<file path="src/rtl/sprite_blitter.sv">
// rtl/sprite_blitter.sv - scaled, animated, flippable sprite pixel generator
// Drives an external sprite ROM and returns pixels aligned to hcount/vcount + ROM_LATENCY + 2.
module sprite_blitter #(
  parameter int          WIDTH        = 16,
  parameter int          HEIGHT       = 16,
  parameter int          SCALE_LOG2   = 0,
  parameter int          NUM_FRAMES   = 4,
  parameter int          FRAME_PERIOD = 8,
  parameter int          ADDR_W       = 16,
  parameter int          ROM_LATENCY  = 1,
  parameter logic [11:0] TRANSP_KEY   = 12'h000
) (
  input  logic              pixel_clk_in,
  input  logic              rst_n_in,
  input  logic [10:0]       hcount_in,
  input  logic [9:0]        vcount_in,
  input  logic [10:0]       x_in,
  input  logic [9:0]        y_in,
  input  logic              flip_in,
  input  logic              frame_tick_in,
  input  logic              anim_en_in,
  output logic [ADDR_W-1:0] rom_addr_out,
  input  logic [11:0]       rom_data_in,
  output logic [11:0]       pixel_out,
  output logic              hit_out
);

  localparam int SW     = WIDTH << SCALE_LOG2;
  localparam int SH     = HEIGHT << SCALE_LOG2;
  localparam int FIDX_W = (NUM_FRAMES > 1) ? $clog2(NUM_FRAMES) : 1;
  localparam int TCNT_W = (FRAME_PERIOD > 1) ? $clog2(FRAME_PERIOD) : 1;
  localparam logic [31:0] FRAME_SZ = 32'(WIDTH * HEIGHT);

  logic [10:0]        x_l_q, x_l_d;
  logic [9:0]         y_l_q, y_l_d;
  logic               flip_l_q, flip_l_d;
  logic [FIDX_W-1:0]  fidx_q, fidx_d;
  logic [TCNT_W-1:0]  tcnt_q, tcnt_d;
  logic [ADDR_W-1:0]  rom_addr_q, rom_addr_d;
  logic [ROM_LATENCY:0] v_q, v_d;
  logic [11:0]        pixel_q, pixel_d;
  logic               hit_q, hit_d;

  logic [11:0]        h12, v12, xs12, ys12, h_off, v_off, col_raw, col, row;
  logic               in_box;
  logic [ADDR_W-1:0]  addr;

  // Position and animation state only move on the blanking tick, so a frame is never torn.
  always_comb begin
    x_l_d    = x_l_q;
    y_l_d    = y_l_q;
    flip_l_d = flip_l_q;
    fidx_d   = fidx_q;
    tcnt_d   = tcnt_q;
    if (frame_tick_in) begin
      x_l_d    = x_in;
      y_l_d    = y_in;
      flip_l_d = flip_in;
      if (anim_en_in) begin
        if (tcnt_q == TCNT_W'(FRAME_PERIOD - 1)) begin
          tcnt_d = '0;
          fidx_d = (fidx_q == FIDX_W'(NUM_FRAMES - 1)) ? '0 : fidx_q + 1'b1;
        end else begin
          tcnt_d = tcnt_q + 1'b1;
        end
      end
    end
  end

  // 12-bit compares keep x_l+SW from wrapping past the 11-bit counter range.
  always_comb begin
    h12     = {1'b0, hcount_in};
    v12     = {2'b00, vcount_in};
    xs12    = {1'b0, x_l_q};
    ys12    = {2'b00, y_l_q};
    in_box  = (h12 >= xs12) && (h12 < xs12 + 12'(SW)) &&
              (v12 >= ys12) && (v12 < ys12 + 12'(SH));
    h_off   = h12 - xs12;
    v_off   = v12 - ys12;
    col_raw = h_off >> SCALE_LOG2;
    col     = flip_l_q ? (12'(WIDTH - 1) - col_raw) : col_raw;
    row     = v_off >> SCALE_LOG2;
    addr    = ADDR_W'(32'(fidx_q) * FRAME_SZ + 32'(row) * 32'(WIDTH) + 32'(col));
  end

  always_comb begin
    rom_addr_d = in_box ? addr : rom_addr_q;
    v_d        = {v_q[ROM_LATENCY-1:0], in_box};
    if (v_q[ROM_LATENCY] && (rom_data_in != TRANSP_KEY)) begin
      pixel_d = rom_data_in;
      hit_d   = 1'b1;
    end else begin
      pixel_d = '0;
      hit_d   = 1'b0;
    end
  end

  always_ff @(posedge pixel_clk_in) begin
    if (!rst_n_in) begin
      x_l_q      <= '0;
      y_l_q      <= '0;
      flip_l_q   <= 1'b0;
      fidx_q     <= '0;
      tcnt_q     <= '0;
      rom_addr_q <= '0;
      v_q        <= '0;
      pixel_q    <= '0;
      hit_q      <= 1'b0;
    end else begin
      x_l_q      <= x_l_d;
      y_l_q      <= y_l_d;
      flip_l_q   <= flip_l_d;
      fidx_q     <= fidx_d;
      tcnt_q     <= tcnt_d;
      rom_addr_q <= rom_addr_d;
      v_q        <= v_d;
      pixel_q    <= pixel_d;
      hit_q      <= hit_d;
    end
  end

  assign rom_addr_out = rom_addr_q;
  assign pixel_out    = pixel_q;
  assign hit_out      = hit_q;

endmodule

</file>
<file path="config.mk">
export PLATFORM = sky130hd
export DESIGN_NAME = sprite_blitter
export DESIGN_NICKNAME = d
export VERILOG_FILES = /design/src/rtl/sprite_blitter.sv
export SDC_FILE = /design/constraint.sdc
export NUM_CORES = 1
export LEC_CHECK = 0
export ABC_AREA = 0
export CAP_MARGIN = 10
export CELL_PAD_IN_SITES_DETAIL_PLACEMENT = 0
export CELL_PAD_IN_SITES_GLOBAL_PLACEMENT = 1
export CORE_MARGIN = 4
export CORE_UTILIZATION = 45
export DETAILED_ROUTE_END_ITERATION = 12
export DONT_BUFFER_PORTS = 1
export PLACE_DENSITY_LB_ADDON = 0.1
export SLEW_MARGIN = 25
export SYNTH_ARGS = -nofsm -noshare
export SYNTH_HDL_FRONTEND = slang
export SYNTH_SLANG_ARGS = --single-unit
</file>
<file path="constraint.sdc">
create_clock -name pixel_clk_in -period 5.37 [get_ports pixel_clk_in]
set_clock_uncertainty 0.2 [all_clocks]
set_input_delay 0.537 -clock pixel_clk_in [delete_from_list [all_inputs] [get_ports pixel_clk_in]]
set_output_delay 0.537 -clock pixel_clk_in [all_outputs]
set_load 0.05 [all_outputs]
</file>
==> impl_metrics.ini, run 1 <==
[route]
viasPerCell = 5.51
drt_iter0_drc = 74
antenna_left = 0
avgRoutedWirePerCell_microns = 15.2
drc = 0
routed_wirelength_microns = 9150
first_pass_iters = 4
vias = 3317

[logic_synthesis]
synth_area_sq_um = 4230
seq_area_frac_synth_pct = 27.5
netlist.top_cell.by_area = dfxtp_1
avgSynthCellArea_sq_um = 8.74
syn_nets = 602
dominantRegCellSynth = dfxtp_1
yosys_warnings = 0
synth_top_cell_area_share_pct = 27.5
ys_seq_elements = 58
synthDistinctLibCells = 54
synth.area.top_cells = dfxtp_1, ha_1, mux2i_1, xnor2_1, nor2_1
synth-edff-count = 0
async_reset_ff_share_pct = 0
synth_cells = 484

[grt]
grt-busiest-layer = met2
grt_use_met1_pct = 22.6
antenna_found_initial = 0
use_met2_pct = 26.8
grt_first_pass_wirelength_microns = 15600
gr-total-overflow = 0
grt_pass1_vias = 3256
grt_util_all_layers_pct = 17.3
use_met3_pct = 6.18
grt_max_degree = 42

[floorplan]
die_w_microns = 105
core_area_sq_um = 9200
rows = 35
die-area_sq_um = 11000
die_y_microns = 105
io_pins = 88
start_util_pct = 46.0

[final_layout]
n_antenna_cell = 0
layout.nets = 604
fin_util_pct = 49.6
drive_gt1_share_pct = 6.52
syn_to_final_growth_pct = 7.90

[place]
hpwl_microns = 7260
place_congestion = 0.857
io_buffers = 0

[sta]
worst_pin_slew_ns = 0.689
rsz0062_at_grt = false
fin_crit_ns = 4.75
max_freq_ghz = 0.210
setup_violations = 0
relSlewSlack_pct = 53.9
min_period_over_period_pct = 88.5
report.final.slew_viol_count = 0
tns_ns = 0
final-hold-violation-count = 0

[clock_network]
cts-buffers-inserted = 9
cts.sinks = 58
clk_pin_slew_worst_paths_ns = 0.07
root_buffer = clkbuf_8
cts_buffer_depth = 2
htreeDepth = 3
cts_setup_buffers = 0
cts_tree = yes
cts_resized = 0
clk_latency_ns = 0.34
holdBufCountCts = 0

[setup_path]
path_class = reg2reg
critPathLaunchType = flop
cpMostUsedCell = o21ai_0
critPathMaxStageDelay_ns = 0.45
slowest_stage = fa_1
arrival_ns = 4.78
crit_required_ns = 5.40
cp_max_fo = 4
crit_chain = ha_1, fa_1, nand2b_1, a21oi_1, xor2_1, inv_1, ha_1, nand2b_1, mux2_2, o21ai_0, xnor2_1, fa_1, ha_1, o21ai_0, o21ai_0, a21o_1, o21ba_2, o21ai_0, xor2_1, a21oi_1
worstSetupEndpointType = flop

[outcome]
status = completed

[min_path]
hp-class = in2reg

[power]
cellPowerDensity_nw_per_um2 = 325
p_leak_nw = 1.92
ir_drop_mv = 0.127

[run]
cap_violations = 0
[final timing paths]
check	depth (start not counted)	slack [ns]	startpoint	to
worst max register to register	20	0.62	x_l_q[0]	rom_addr_out[14]
worst max-delay path	20	0.62	x_l_q[0]	rom_addr_out[14]
worst min register to register	1	0.24	v_q[0]	v_q[1]
worst min-delay path	1	0.12	rom_data_in[2]	pixel_out[2]
[critical path: cells and delay by family, from the launching register on]
kind / cells / cell delay (ns)
buffers and inverters: 1 / 0.09
and+or+nand+nor: 2 / 0.24
muxes: 1 / 0.27
DFF: 1 / 0.32
xor gates and xnor gates: 3 / 0.51
AOI/OAI and AO/OA: 8 / 1.45
adders and majority gates: 5 / 1.59
[per-layer routing]
layer | share of wire [%] | up-vias
li1 | - | 1726
met1 | 47 | 1487
met2 | 44 | 94
met3 | 8.2 | 10
met4 | 1.1 | 0
met5 | 0 | -
[cells in the mapped netlist, drive strengths merged (11+ instances only)]
master  instances
a211oi         12
a21oi          23
and2           15
dfxtp          58
ha             54
inv            34
mux2i          34
nand2          18
nand3          15
nor2           58
o21a           11
o21ai          25
xnor2          27
[kinds of logic after synthesis]
| kind of cell | Yosys count | synth area share [%] |
|---|---|---|
| buffers and inverters | 47 | 4.56 |
| AOI/OAI and AO/OA | 106 | 17.1 |
| muxes | 35 | 8.31 |
| and+or+nand+nor | 143 | 16.7 |
| DFF | 58 | 27.5 |
| xor gates and xnor gates | 36 | 7.46 |
| adders and majority gates | 59 | 18.3 |
[report_power, final]
group | total (mW) | switching [mW] | leakage [nW] | internal [mW]
Sequential | 0.501 | 0.0502 | 0.473 | 0.450
Combinational | 0.525 | 0.287 | 1.33 | 0.238
Clock | 0.457 | 0.192 | 0.110 | 0.265
[metrics by stage]
stage                     total power, mW  std cells  worst slack, ns  hold slack [ns]  cell area, sq um
after floorplan                     0.937        484            0.720            0.212              4230
after global placement               1.03        585            0.489            0.220              4330
after global routing                 1.60        602            0.259           0.0954              4560
final                                1.48        602            0.617            0.116              4560
after CTS                            1.51        601            0.593           0.0966              4550
after detailed placement             1.03        585            0.351            0.223              4330
[cells in the final DEF, fill, tap and decap left out, types with 4 or more instances in the layout]
cell      count
nor3_1        6
dfxtp_1      58
nand3_1      15
a211oi_2      4
o211ai_1      4
nor2_1       55
fa_1          5
nor2b_1       6
a21oi_1      23
ha_1         54
a21o_1        8
and2_1       15
xnor2_1      27
nand2_1      18
mux2i_1      34
nand2b_1      6
o21ai_1       6
clkbuf_8      9
a211oi_1      8
xor2_1        9
nor4_1        4
inv_1        34
o21ai_0      19
o21a_1       11
[flip-flops by register name, indices dropped and copies added, names as in the netlist]
name and count:
x_l_q 11, tcnt_q 3, fidx_q 2, rom_addr_out 16, y_l_q 10, hit_out 1, pixel_out 12, flip_l_q 1
v_q 2
[area by class of cell]
type                            instances  area [sq um]
Clock buffer                            9           124
Clock inverter                          7           103
Fill cell                             907          4630
Inverter                               34           128
Multi-Input combinational cell        379          2880
Sequential cell                        58          1160
Tap cell                              111           139
Timing Repair Buffer                    4          33.8
No activity file was read; power rests on OpenSTA's default activity.
==> inputs of run 2 (changes only) <==
- CORE_UTILIZATION: 45 -> 30
- clock period: 5.37 -> 5.65 ns (I/O delays scaled with it)
==> run 2 against run 1 <==
- total power rose by 9.0%
- worst setup slack better by 0.26 ns
- design area rose by 4.2%
- highest routed layer unchanged
- utilization fell by 15 points
- cell count is 11% higher
- critical path type unchanged
- first-iteration DRC count grew 77%
- register-to-register slack better by 0.26 ns
- clock power grew 40%
- combinational power shrank 5.3%
- sequential share of layout area shrank 1.0 points
- sequential cell count did not move
- routed wire length grew 14%
==> impl_metrics.ini, run 2 (synthesis gave the netlist of run 1 again) <==
[outcome]
status = completed

[setup_path]
path_class = reg2reg
slowest_stage = fa_1
crit_buf_inv = 1
reg2regPathDepth = 20
r2r-start = x_l_q[0]
r2r_end = rom_addr_out[14]
reg2reg_slack_ns = 0.88
crit_family = adder cells
arrival_ns = 4.78
worstSetupEndpointType = flop
critPathLaunchType = flop
crit_required_ns = 5.66
crit_chain = ha_1, fa_1, nand2b_1, a21oi_1, xor2_1, inv_1, ha_1, nand2b_1, mux2_2, o21ai_0, xnor2_1, fa_1, ha_1, o21ai_0, o21ai_0, a21o_1, o21ba_2, o21ai_0, xor2_1, a21oi_1
cp_max_fo = 4
critPathMaxStageDelay_ns = 0.45
cpMostUsedCell = o21ai_0

[clock_network]
cts_resized = 0
cts.sinks = 58
htreeDepth = 3
root_buffer = clkbuf_16
cts-buffers-inserted = 9
clk_pin_slew_worst_paths_ns = 0.06
cts_buffer_depth = 2
clk_latency_ns = 0.34
cts_setup_buffers = 0
holdBufCountCts = 0
cts_tree = yes

[route]
avgRoutedWirePerCell_microns = 15.6
drc = 0
antenna_left = 0
first_pass_iters = 4
drt_iter0_drc = 131
viasPerCell = 4.89
vias = 3271
routed_wirelength_microns = 10400

[min_path]
whs_path_depth = 1
hp-class = in2reg
worstHoldStart = rst_n_in
min_to = v_q[0]

[final_layout]
drive_gt1_share_pct = 6.13
syn_to_final_growth_pct = 12.4
n_antenna_cell = 0
fillers = 1427
layout.nets = 602
fin_util_pct = 34.4
final_common_cell = dfxtp_1
layout_common_cells = dfxtp_1, nor2_1, ha_1, inv_1, mux2i_1
largest_reg_flops = 16

[grt]
grt_max_degree = 27
antenna_found_initial = 0
grt_first_pass_wirelength_microns = 17400
grt_pass1_vias = 3476
gr-total-overflow = 0
grt_util_all_layers_pct = 13.6

[sta]
final-hold-violation-count = 0
max_freq_ghz = 0.210
min_period_over_period_pct = 84.4
relSlewSlack_pct = 49.7
fin_crit_ns = 4.77
tns_ns = 0
fin_ws_ns = 0.879
setup_violations = 0
report.final.slew_viol_count = 0
worst_pin_slew_ns = 0.754
rsz0062_at_grt = false

[power]
ir_drop_mv = 0.174
p_sw_uw = 530
p_int_mw = 1.09
power_frac_comb_pct = 30.8
cellPowerDensity_nw_per_um2 = 340
p_leak_nw = 1.96
clockPowerShare_pct = 39.7
power_mw = 1.62
switching_share_pct = 32.8
seq_power_share_pct = 29.5

[place]
io_buffers = 0
hpwl_microns = 8260
dp_slack_ns = 0.568
place_congestion = 0.775

[floorplan]
die_w_microns = 127
rows = 43
core_area_sq_um = 13800
io_pins = 88
start_util_pct = 30.6
die_y_microns = 127
die-area_sq_um = 16100

[run]
cap_violations = 0
[run 2: cell count changes in the layout (fill, tap and decap cells not counted)]
cell       delta
clkbuf_16     +9
clkbuf_8      -9
clkinv_4      -2
buf_4         -1
buf_6         -1
bufinv_16     +1
inv_6         +1
[run 2: final cells by class]
type                       count  area, sq um  share of cell area [%]
clock buffer                   9          225                    4.74
inverter                      34          128                    2.68
tap                          180          225                    4.74
clock inverter                 7          124                    2.61
multi-input combinational    379         2880                    60.5
sequential                    58         1160                    24.4
timing repair buffer           2         15.0                   0.316
[run 2: per-layer routing]
layer | vias to the layer above | GRT usage, % | routed length, microns | share of wire (%)
met3 | 9 | 4.97 | 778 | 7.5
li1 | 1711 | - | - | -
met2 | 73 | 21.6 | 4560 | 44
met1 | 1478 | 17.2 | 4950 | 47
met4 | 0 | 4.16 | 140 | 1.3
met5 | - | 0 | 0 | 0
[run 2: how the worst max path moves through the flow]
stage                 start               end  slack, ns  cells past startpoint
2_1_floorplan  hcount_in[0]  rom_addr_out[14]       0.97                     21
3_3_place_gp   hcount_in[0]  rom_addr_out[14]       0.68                     21
3_5_place_dp   hcount_in[0]  rom_addr_out[14]       0.57                     21
4_1_cts            x_l_q[0]  rom_addr_out[14]       0.83                     20
5_1_grt            x_l_q[0]  rom_addr_out[13]       0.50                     19
6_report           x_l_q[0]  rom_addr_out[14]       0.88                     20
[run 2: power by group through the flow]
| stage | logic [mW] | clock network (mW) | registers [mW] |
|---|---|---|---|
| final | 0.497 | 0.642 | 0.477 |
| after global routing | 0.585 | 0.682 | 0.481 |
| after CTS | 0.506 | 0.666 | 0.478 |
| after detailed placement | 0.499 | 0 | 0.487 |
| after global placement | 0.506 | 0 | 0.487 |
| after floorplan | 0.412 | 0 | 0.479 |
[run 2: stage by stage]
stage / cells / instance area [sq um] / hold WS (ns)
after CTS: 669 / 4750 / 0.135
after floorplan: 484 / 4230 / 0.212
after global placement: 653 / 4400 / 0.218
after global routing: 669 / 4750 / 0.134
after detailed placement: 653 / 4400 / 0.222
final: 669 / 4750 / 0.150
